File: src/rtl/pipe_ctrl_pkg.sv
// Shared types and constants for the pipeline hazard/interrupt controller.
package pipe_ctrl_pkg;

    localparam int REG_IDX_W        = 4;
    localparam int INT_DRAIN_CYCLES = 2;

    typedef enum logic [1:0] {
        RUN        = 2'd0,
        MEMWAIT    = 2'd1,
        INT_DRAIN  = 2'd2,
        INT_INJECT = 2'd3
    } state_e;

endpackage

File: src/rtl/hazard_detect.sv
// Combinational load-use comparator between the ID sources and the EX load destination.
module hazard_detect
    import pipe_ctrl_pkg::*;
(
    input  logic [REG_IDX_W-1:0] id_rs1,
    input  logic [REG_IDX_W-1:0] id_rs2,
    input  logic                 id_use_rs1,
    input  logic                 id_use_rs2,
    input  logic [REG_IDX_W-1:0] ex_reg_dst,
    input  logic                 ex_mem_rd,
    output logic                 load_use
);

    logic rs1_hit;
    logic rs2_hit;

    always_comb begin
        rs1_hit  = id_use_rs1 && (id_rs1 == ex_reg_dst);
        rs2_hit  = id_use_rs2 && (id_rs2 == ex_reg_dst);
        // x0 is hardwired, so a load "targeting" it never produces data to wait for
        load_use = ex_mem_rd && (ex_reg_dst != '0) && (rs1_hit || rs2_hit);
    end

endmodule

File: src/rtl/pipe_hazard_ctrl.sv
// Pipeline stall/flush controller: memory wait, redirect, load-use and interrupt sequencing.
// Interrupt sequencing is built only when PIPE_INT_SEQ_EN is defined.
module pipe_hazard_ctrl
    import pipe_ctrl_pkg::*;
(
    input  logic       clk,
    input  logic       rst,
    input  logic [3:0] id_rs1,
    input  logic [3:0] id_rs2,
    input  logic       id_use_rs1,
    input  logic       id_use_rs2,
    input  logic [3:0] ex_reg_dst,
    input  logic       ex_mem_rd,
    input  logic       ex_redirect,
    input  logic       mem_req,
    input  logic       mem_ready,
    input  logic       int_req,
    output logic       int_ack,
    output logic       pc_stall,
    output logic       if_id_stall,
    output logic       if_id_flush,
    output logic       id_ex_stall,
    output logic       id_ex_flush,
    output logic       int_inject,
    output logic [1:0] state_o
);

    state_e state_q, state_d;
    state_e resume_q, resume_d;
    state_e eff_state;
    logic   load_use;
    logic   mem_wait;

`ifdef PIPE_INT_SEQ_EN
    localparam int CNT_W = $clog2(INT_DRAIN_CYCLES + 1);
    logic             pending_q, pending_d;
    logic [CNT_W-1:0] cnt_q, cnt_d;
`else
    logic unused_int_req;
    assign unused_int_req = int_req;
`endif

    hazard_detect u_hazard_detect (
        .id_rs1     (id_rs1),
        .id_rs2     (id_rs2),
        .id_use_rs1 (id_use_rs1),
        .id_use_rs2 (id_use_rs2),
        .ex_reg_dst (ex_reg_dst),
        .ex_mem_rd  (ex_mem_rd),
        .load_use   (load_use)
    );

    always_comb begin
        state_d     = state_q;
        resume_d    = resume_q;
        pc_stall    = 1'b0;
        if_id_stall = 1'b0;
        if_id_flush = 1'b0;
        id_ex_stall = 1'b0;
        id_ex_flush = 1'b0;
        int_inject  = 1'b0;
        int_ack     = 1'b0;
`ifdef PIPE_INT_SEQ_EN
        pending_d   = pending_q;
        cnt_d       = cnt_q;
`endif
        mem_wait  = mem_req && !mem_ready;
        // The mem_ready cycle behaves exactly like the state the wait interrupted
        eff_state = (state_q == MEMWAIT) ? resume_q : state_q;

        if (mem_wait) begin
            pc_stall    = 1'b1;
            if_id_stall = 1'b1;
            id_ex_stall = 1'b1;
            state_d     = MEMWAIT;
            if (state_q != MEMWAIT) begin
                resume_d = state_q;
            end
        end else begin
            state_d = eff_state;
            if (ex_redirect) begin
                if_id_flush = 1'b1;
                id_ex_flush = 1'b1;
            end else if (load_use) begin
                pc_stall    = 1'b1;
                if_id_stall = 1'b1;
                id_ex_flush = 1'b1;
            end
            case (eff_state)
`ifdef PIPE_INT_SEQ_EN
                RUN: begin
                    if (int_req && !pending_q && !ex_redirect && !load_use) begin
                        pending_d = 1'b1;
                        cnt_d     = CNT_W'(INT_DRAIN_CYCLES);
                        state_d   = INT_DRAIN;
                    end
                end
                INT_DRAIN: begin
                    // A redirect must be allowed to load its target, so it releases the PC
                    pc_stall    = !ex_redirect;
                    if_id_stall = 1'b0;
                    if_id_flush = 1'b1;
                    id_ex_flush = ex_redirect;
                    cnt_d       = cnt_q - CNT_W'(1);
                    if (cnt_d == '0) begin
                        state_d = INT_INJECT;
                    end
                end
                INT_INJECT: begin
                    int_inject = 1'b1;
                    int_ack    = 1'b1;
                    pending_d  = 1'b0;
                    state_d    = RUN;
                end
`endif
                default: ;
            endcase
        end

        if (rst) begin
            pc_stall    = 1'b0;
            if_id_stall = 1'b0;
            if_id_flush = 1'b0;
            id_ex_stall = 1'b0;
            id_ex_flush = 1'b0;
            int_inject  = 1'b0;
            int_ack     = 1'b0;
        end
    end

    always_ff @(posedge clk) begin
        if (rst) begin
            state_q  <= RUN;
            resume_q <= RUN;
        end else begin
            state_q  <= state_d;
            resume_q <= resume_d;
        end
    end

`ifdef PIPE_INT_SEQ_EN
    always_ff @(posedge clk) begin
        if (rst) begin
            pending_q <= 1'b0;
            cnt_q     <= '0;
        end else begin
            pending_q <= pending_d;
            cnt_q     <= cnt_d;
        end
    end
`endif

    assign state_o = state_q;

endmodule
File: config.mk
export PLATFORM = sky130hd
export DESIGN_NAME = pipe_hazard_ctrl
export DESIGN_NICKNAME = d
export VERILOG_FILES = /design/src/rtl/pipe_ctrl_pkg.sv /design/src/rtl/hazard_detect.sv /design/src/rtl/pipe_hazard_ctrl.sv
export SDC_FILE = /design/constraint.sdc
export NUM_CORES = 1
export LEC_CHECK = 0
export ABC_AREA = 1
export CAP_MARGIN = 20
export CORE_AREA = 2 2 39 41
export CTS_CLUSTER_SIZE = 20
export DETAILED_ROUTE_END_ITERATION = 10
export DIE_AREA = 0 0 41 43
export PLACE_DENSITY = 0.77
export SYNTH_ARGS = -nofsm -noshare
export SYNTH_HDL_FRONTEND = slang
export SYNTH_SLANG_ARGS = --single-unit
export TNS_END_PERCENT = 20
File: constraint.sdc
create_clock -name clk -period 1.4 [get_ports clk]
set_input_delay 0.28 -clock clk [delete_from_list [all_inputs] [get_ports clk]]
set_output_delay 0.28 -clock clk [all_outputs]
set_load 0.01 [all_outputs]
==> flow_summary_export.csv, run 1 <==
group,metric,value,unit
global_routing,overflow,0,
synthesis,synth_area_leader_cell,"dfxtp_1",
critical_path,crit_path_max_fanout,3,
synthesis,synth_top_area_share,21.4,%
place,io_buffers,26,
synthesis,ys_warn_count,0,
critical_path,critPathRequiredTime,1.12,ns
die,io_pins,30,
power_and_ir_drop,vdd_drop_max,0.386,mV
timing,min_period,1.37,ns
die,die_y,43,microns
timing,setup_viol,0,
synthesis,postSynthCellCount,70,
detailed_routing,first_pass_iters,2,
global_routing,grt_pass1_wl,1650,microns
power_and_ir_drop,power_frac_comb,35.4,%
place,gp_congestion,0.661,
power_and_ir_drop,p_sw,110,uW
final_layout,nNetsFinal,125,
clocking,cts.clk_slew.worst_paths,0.03,ns
global_routing,antenna_found_initial,0,
synthesis,synth_seq_cells,4,
die,num_rows,14,
die,die_w,41,microns
power_and_ir_drop,p_per_area,584,nW/um^2
power_and_ir_drop,switching_share,27.8,%
timing,clock_skew,0.000985,ns
worst_hold_path,min_path_type,"register to register",
detailed_routing,via_per_inst,4.19,
detailed_routing,route.antenna.remaining_nets,0,
synthesis,avgSynthCellArea,5.34,sq um
final_layout,syn_to_final_growth,80.9,%
detailed_routing,routedWlPerCell,8.80,microns
final_layout,diodes,0,
worst_hold_path,min_from,"resume_q[0]",
power_and_ir_drop,p_int,285,uW
clocking,h-tree-depth,1,
detailed_routing,dr_total_vias,495,
synthesis,synth.distinct_cells,16,
power_and_ir_drop,clockPowerShare,35.0,%
critical_path,startpoint_type,"input port",
synthesis,netlist_area,374,sq um
clocking,cts_buffers,3,
critical_path,path_class,"input port to output port",
power_and_ir_drop,seqPwrFrac,29.5,%
critical_path,cp-startpoint,"mem_req",
run_status,status,"completed",
clocking,clk-insertion-delay-late,0.23,ns
detailed_routing,drt_iter0_markers,5,
clocking,ctsRootBufferMaster,"clkbuf_4",
synthesis,ys_seq_area_share,21.4,%
place,hpwl,853,microns
timing,timing.final.crit_share,97.5,%
timing,report.final.slew_viol_count,0,
global_routing,grt_pass1_vias,446,
clocking,cts_tree,"done",
detailed_routing,drc,0,
final_layout,drive_above_1_share,40.2,%
critical_path,r2r_start,"state_o[0]",
job,drv_cap,0,
final_layout,final_cell_area,677,sq um
timing,rsz0062_at_grt,"true",
clocking,clock_path_buffers,2,
place,placed_cell_area,666,sq um
global_routing,grt_start_max_net_pins,6,
die,die_area,1760,sq um
global_routing,grt_usage,13.8,%
die,core-area,1380,sq um
power_and_ir_drop,p_leak,0.392,nW
clocking,clock-sinks,4,
critical_path,cp.arrival,1.09,ns
timing,tns,0,ns
synthesis,synthTopCellsByArea,"dfxtp_1 (21%), nand2_1 (20%), nor2_1 (11%), inv_1 (10%), buf_4 (6.0%)",
timing,fmax,732,MHz
timing,finalHoldViolCount,0,
detailed_routing,drt-total-wl,1040,microns
critical_path,r2r_setup_slack,0.53,ns
critical_path,endpoint_kind,"output port",
die,start_util,27.0,%
final timing paths:
check / end / depth (start not counted)
max: id_ex_flush / 8
min: resume_q[0] / 2
max reg2reg: resume_q[1] / 4
min reg2reg: resume_q[0] / 2
kinds of logic (layout without fill, tap and decap cells):
group,count (synthesis),count (layout),synth area share [%]
flops,4,4,21.4
compound gates,6,6,8.70
xor+xnor,2,2,4.68
simple gates,40,40,44.1
buf+inv,17,48,20.1
other cells,1,2,1.00
registers in the layout (all words and copies together), names as in the netlist:
name / flops
resume_q: 2
state_o: 2
power by group through the flow:
stage | clock network [mW] | registers, mW | logic (mW)
finish | 0.138 | 0.117 | 0.140
global route | 0.156 | 0.117 | 0.154
CTS | 0.148 | 0.117 | 0.127
detailed placement | 0 | 0.118 | 0.145
global placement | 0 | 0.119 | 0.144
floorplan | 0 | 0.119 | 0.0568
cell type report:
| type | instances | area [sq um] |
|---|---|---|
| clock buffer | 3 | 22.5 |
| sequential | 4 | 80.1 |
| fill | 159 | 707 |
| inverter | 14 | 52.6 |
| tap | 16 | 20.0 |
| timing repair buffer | 31 | 243 |
| multi-input combinational | 50 | 259 |
stage by stage:
stage	total power, mW	std cells	hold slack (ns)	util (%)	setup WS (ns)
after floorplan	0.176	71	0.359	-	0.0966
after global placement	0.262	114	0.436	48.1	-0.785
after detailed placement	0.263	114	0.456	48.1	-0.794
after CTS	0.391	118	0.460	46.5	-0.0175
after global routing	0.427	118	0.470	48.9	-0.0357
final	0.395	118	0.455	48.9	0.0343
critical path, cell delays in order:
cell and delay [ns]:
dlygate4sd2_1 0.23, inv_2 0.06, nor2_4 0.04, buf_6 0.12, nor2_4 0.10, nand3_1 0.08
nand2_1 0.05, buf_2 0.12
cells in the mapped netlist:
| library cell | count |
|---|---|
| a21oi_1 | 2 |
| inv_1 | 10 |
| nand2_1 | 20 |
| buf_4 | 3 |
| o21ai_1 | 1 |
| a21boi_1 | 1 |
| inv_2 | 3 |
| nor2_1 | 11 |
| nor3_1 | 2 |
| dfxtp_1 | 4 |
| conb_1 | 1 |
| nor2_2 | 3 |
| nand3_1 | 4 |
| xnor2_1 | 2 |
| clkinv_1 | 1 |
| o21ai_0 | 2 |
cells in the final DEF, fill, tap and decap left out, types with 4 or more instances in the layout:
master,count
inv_2,6
nor2_4,4
buf_4,5
nand2_1,17
dfxtp_1,4
buf_6,5
nand3_1,4
nor2_1,9
buf_2,9
inv_1,7
dlygate4sd2_1,7
per-layer routing:
metal  share of wire [%]  GRT usage (%)
met5                   0              0
met2                  54           23.8
met1                  38           14.1
met3                 7.4           3.14
met4                   0           8.00
timing repair:
item	4_1_cts	5_1_grt
pin swaps	19	20
gates resized for setup	74	25
hold buffers	0	0
endpoints found under the setup margin	7	4
gates cloned	0	0
buffers inserted	1	0
(Power assumes the default switching activity.)
==> inputs of run 2 (changes only) <==
--- a/config.mk
+++ b/config.mk
@@ -12,6 +12,7 @@
 export DETAILED_ROUTE_END_ITERATION = 10
 export DIE_AREA = 0 0 41 43
 export PLACE_DENSITY = 0.77
+export REMOVE_ABC_BUFFERS = 1
 export SYNTH_ARGS = -nofsm -noshare
 export SYNTH_HDL_FRONTEND = slang
 export SYNTH_SLANG_ARGS = --single-unit
==> constraint.sdc (replaced) <==
create_clock -name clk -period 1.3 [get_ports clk]
set_input_delay 0.26 -clock clk [delete_from_list [all_inputs] [get_ports clk]]
set_output_delay 0.26 -clock clk [all_outputs]
set_load 0.01 [all_outputs]
==> flow_summary_export.csv, run 2 (synthesis gave the netlist of run 1 again) <==
group,metric,value,unit
clocking,clock-sinks,4,
global_routing,overflow,0,
run_status,failed_checks,"negative setup slack",
place,post-place-cells,115,
timing,clock_skew,0.00228,ns
critical_path,critPathRequiredTime,1.04,ns
final_layout,drive_above_1_share,50.0,%
final_layout,fin_cells,120,
timing,finalWorstSetupSlack,-0.0481,ns
timing,min_period,1.35,ns
clocking,h-tree-depth,1,
final_layout,fill_cells,150,
timing,rsz0062_at_grt,"true",
die,num_rows,14,
timing,timing.final.crit_share,104,%
die,core-area,1380,sq um
final_layout,multi_input_area,294,sq um
critical_path,path_class,"input port to output port",
power_and_ir_drop,switching_share,30.3,%
detailed_routing,dr_total_vias,549,
die,die_w,41,microns
power_and_ir_drop,clockPowerShare,34.6,%
job,drv_cap,0,
detailed_routing,via_per_inst,4.58,
clocking,cts_tree,"done",
clocking,clk-insertion-delay-late,0.24,ns
clocking,ctsRootBufferMaster,"clkbuf_4",
detailed_routing,first_pass_iters,4,
timing,fmax,742,MHz
detailed_routing,route.antenna.remaining_nets,0,
die,die_y,43,microns
die,die_area,1760,sq um
global_routing,grt_pass1_wl,1780,microns
place,post-place-ws,-0.869,ns
power_and_ir_drop,seqPwrFrac,27.0,%
clocking,clock_path_buffers,2,
worst_hold_path,min_path_type,"register to register",
critical_path,crit_path_max_fanout,4,
clocking,cts.clk_slew.worst_paths,0.04,ns
final_layout,nNetsFinal,127,
power_and_ir_drop,power_frac_comb,38.4,%
detailed_routing,drt-total-wl,1260,microns
detailed_routing,drt_iter0_markers,7,
global_routing,grt_pass1_vias,491,
critical_path,startpoint_type,"input port",
power_and_ir_drop,p_sw,141,uW
global_routing,grt_start_max_net_pins,6,
global_routing,antenna_found_initial,0,
timing,report.final.slew_viol_count,0,
detailed_routing,drc,0,
place,hpwl,851,microns
timing,setup_viol,3,
power_and_ir_drop,vdd_drop_max,0.354,mV
run_status,status,"finished with violations",
detailed_routing,routedWlPerCell,10.5,microns
final_layout,ff_latch_area,80.1,sq um
clocking,cts_hold_buffers,0,
timing,finalHoldViolCount,0,
place,gp_congestion,0.629,
power_and_ir_drop,p_int,324,uW
die,start_util,27.0,%
final_layout,layout_common_cells,"nand2_1 (16), inv_2 (8), nor2_1 (8), buf_6 (8), buf_4 (7)",
power_and_ir_drop,p_leak,0.419,nW
power_and_ir_drop,p_per_area,614,nW/um^2
clocking,cts_buffers,3,
die,io_pins,30,
final_layout,diodes,0,
final_layout,syn_to_final_growth,103,%
global_routing,grt_usage,15.6,%
final_layout,final_common_cell,"nand2_1",
place,io_buffers,26,
critical_path,cp.arrival,1.09,ns
critical_path,endpoint_kind,"output port",
[run 2: worst paths after layout]
kind              cells after the start          end     startpoint  slack (ns)
hold / removal                        2  resume_q[0]    resume_q[0]        0.45
setup reg to reg                      4   state_o[0]     state_o[0]        0.55
setup / recovery                      7  if_id_stall  ex_reg_dst[2]       -0.05
hold reg to reg                       2  resume_q[0]    resume_q[0]        0.45
[run 2: power groups by stage]
stage	clock network (mW)	logic [mW]	registers [mW]
finish	0.161	0.179	0.125
CTS	0.167	0.159	0.125
global placement	0	0.156	0.128
floorplan	0	0.0547	0.128
detailed placement	0	0.158	0.127
global route	0.174	0.193	0.126
[run 2: area by class of cell]
cell class / count / area share [%]
clock buffer: 3 / 2.97
inverter: 14 / 6.93
multi-input combinational: 50 / 38.8
sequential: 4 / 10.6
tap: 16 / 2.64
timing repair buffer: 33 / 38.1
[run 2: through the flow]
step	total power, mW	instance area (sq um)	setup TNS [ns]	hold slack [ns]	util [%]
finish	0.465	758	-0.122	0.452	54.8
global placement	0.284	673	-3.99	0.431	48.6
CTS	0.451	722	-0.223	0.451	52.2
global route	0.492	758	-0.261	0.468	54.8
floorplan	0.183	355	0	0.339	-
detailed placement	0.286	673	-4.14	0.445	48.6
[run 2: what timing repair did]
action,4_1_cts,5_1_grt
setup buffers,2,0
endpoints found under the setup margin,7,5
pin swaps,21,22
hold endpoints to repair,0,0
cloned,0,0
resized for setup,84,30
[run 2: per-layer routing]
layer  wire length, microns  GRT usage, %  part of all wire, %  vias to the layer above
met1                    374          13.1                   30                      243
li1                       -             -                    -                      272
met5                      0             0                    0                        -
met2                    684          25.9                   55                       26
met4                     69          14.0                  5.5                        0
met3                    127          5.76                   10                        8
[run 2: worst max-delay path: stages]
cell	delay, ns
buf_4	0.14
xnor2_1	0.21
nand3_2	0.10
nand2_2	0.11
nand3_2	0.08
nand2_2	0.09
buf_6	0.10
==> inputs of run 3 (changes only) <==
--- a/config.mk
+++ b/config.mk
@@ -12,6 +12,7 @@
 export DETAILED_ROUTE_END_ITERATION = 10
 export DIE_AREA = 0 0 41 43
 export PLACE_DENSITY = 0.77
+export RECOVER_POWER = 50
 export REMOVE_ABC_BUFFERS = 1
 export SYNTH_ARGS = -nofsm -noshare
 export SYNTH_HDL_FRONTEND = slang
==> flow_summary_export.csv, run 3 (synthesis gave the netlist of run 1 again) <==
group,metric,value,unit
run_status,status,"finished with violations",
run_status,failed_checks,"negative setup slack",
final_layout,multi_input_area,294,sq um
place,post-place-ws,-0.869,ns
clocking,cts_hold_buffers,0,
critical_path,critical_path.slowest_cell,"xnor2_1",
critical_path,crit_path_max_fanout,4,
clocking,clock-sinks,4,
power_and_ir_drop,p_per_area,611,nW/um^2
die,die_y,43,microns
power_and_ir_drop,vdd_drop_max,0.354,mV
final_layout,fin_cells,120,
critical_path,cp_cell_sequence,"buf_4 -> xnor2_1 -> nand3_2 -> nand2_2 -> nand3_2 -> nand2_2 -> buf_6",
place,placed_cell_area,673,sq um
job,drv_cap,0,
detailed_routing,dr_total_vias,536,
place,post-place-cells,115,
worst_hold_path,min_path_type,"register to register",
clocking,cts_tree,"done",
die,die_w,41,microns
global_routing,grt_pass1_vias,491,
critical_path,startpoint_type,"input port",
detailed_routing,drt_iter0_markers,8,
place,io_buffers,26,
timing,setup_viol,3,
final_layout,drive_above_1_share,50.0,%
global_routing,grt_start_max_net_pins,6,
global_routing,overflow,0,
die,start_util,27.0,%
die,io_pins,30,
timing,rsz0062_at_grt,"true",
final_layout,syn_to_final_growth,103,%
global_routing,grt_usage,15.6,%
die,core-area,1380,sq um
detailed_routing,via_per_inst,4.47,
place,hpwl,851,microns
clocking,cts_buffers,3,
power_and_ir_drop,p_leak,0.419,nW
clocking,clock_path_buffers,2,
place,gp_congestion,0.629,
timing,fmax,742,MHz
detailed_routing,routedWlPerCell,10.4,microns
detailed_routing,drt-total-wl,1240,microns
critical_path,path_delay_family,"simple AND/OR/NAND/NOR gates",
critical_path,critPathBufInv,2,
final_layout,nNetsFinal,127,
critical_path,path_class,"input port to output port",
timing,timing.final.crit_share,104,%
timing,report.final.slew_viol_count,0,
timing,finalHoldViolCount,0,
timing,clock_skew,0.00152,ns
timing,fin_hold_ws,0.454,ns
critical_path,endpoint_kind,"output port",
die,die_area,1760,sq um
global_routing,grt_pass1_wl,1780,microns
final_layout,final_common_cell,"nand2_1",
clocking,clk-insertion-delay-late,0.24,ns
global_routing,antenna_found_initial,0,
die,num_rows,14,
clocking,cts.clk_slew.worst_paths,0.04,ns
detailed_routing,first_pass_iters,4,
timing,finalWorstSetupSlack,-0.0480,ns
critical_path,cp.arrival,1.09,ns
final_layout,final_cell_area,758,sq um
detailed_routing,route.antenna.remaining_nets,0,
clocking,h-tree-depth,1,
detailed_routing,drc,0,
timing,min_period,1.35,ns
critical_path,critPathRequiredTime,1.04,ns
final_layout,diodes,0,
final_layout,ff_latch_area,80.1,sq um
final_layout,layout_common_cells,"nand2_1 (16), inv_2 (8), nor2_1 (8), buf_6 (8), buf_4 (7)",
critical_path,slowest_delay,0.21,ns
clocking,ctsRootBufferMaster,"clkbuf_4",
final_layout,fill_cells,150,
-- run 3: cell counts in the layout (fill, tap and decap cells not counted) --
No cell type changed its count.
-- run 3: through the flow --
| stage | utilization, % | TNS, ns | power [mW] |
|---|---|---|---|
| after floorplan | - | 0 | 0.183 |
| after global placement | 48.6 | -3.99 | 0.284 |
| after detailed placement | 48.6 | -4.14 | 0.286 |
| after CTS | 52.2 | -0.223 | 0.451 |
| after global routing | 54.8 | -0.261 | 0.492 |
| final | 54.8 | -0.121 | 0.464 |
-- run 3: report_power, final --
group	total, mW	switching (mW)	internal [mW]
logic	0.179	0.0829	0.0957
clock network	0.160	0.0560	0.104
registers	0.125	0.000785	0.125
total	0.464	0.140	0.324
-- run 3: path summary, 6_finish.rpt --
check	slack, ns	from	cells past startpoint	endpoint
setup / recovery	-0.05	ex_reg_dst[2]	7	if_id_stall
hold / removal	0.45	resume_q[0]	2	resume_q[0]
setup reg to reg	0.53	state_o[0]	4	state_o[0]
hold reg to reg	0.45	resume_q[0]	2	resume_q[0]
-- run 3: tightest hold or removal path: stages, from the launching register on --
cell and delay [ns]:
dfxtp_1 0.30, inv_1 0.05, a21oi_1 0.05
-- run 3: layout make-up --
| type | count | area share [%] |
|---|---|---|
| multi-input combinational | 50 | 38.8 |
| timing repair buffer | 33 | 38.1 |
| sequential | 4 | 10.6 |
| inverter | 14 | 6.93 |
| clock buffer | 3 | 2.97 |
| tap | 16 | 2.64 |
-- run 3: what timing repair did --
action	4_1_cts	5_1_grt
setup buffers	2	0
hold endpoints to repair	0	0
endpoints found under the setup margin	7	5
gates resized for setup	84	30
pin swaps	21	22
-- run 3: metal layers --
layer	wire (microns)	GRT usage (%)	part of all wire [%]	up-vias
li1	-	-	-	271
met4	66	14.0	5.3	0
met3	119	5.76	9.6	8
met1	375	13.1	30	234
met2	680	25.9	55	23
met5	0	0	0	-
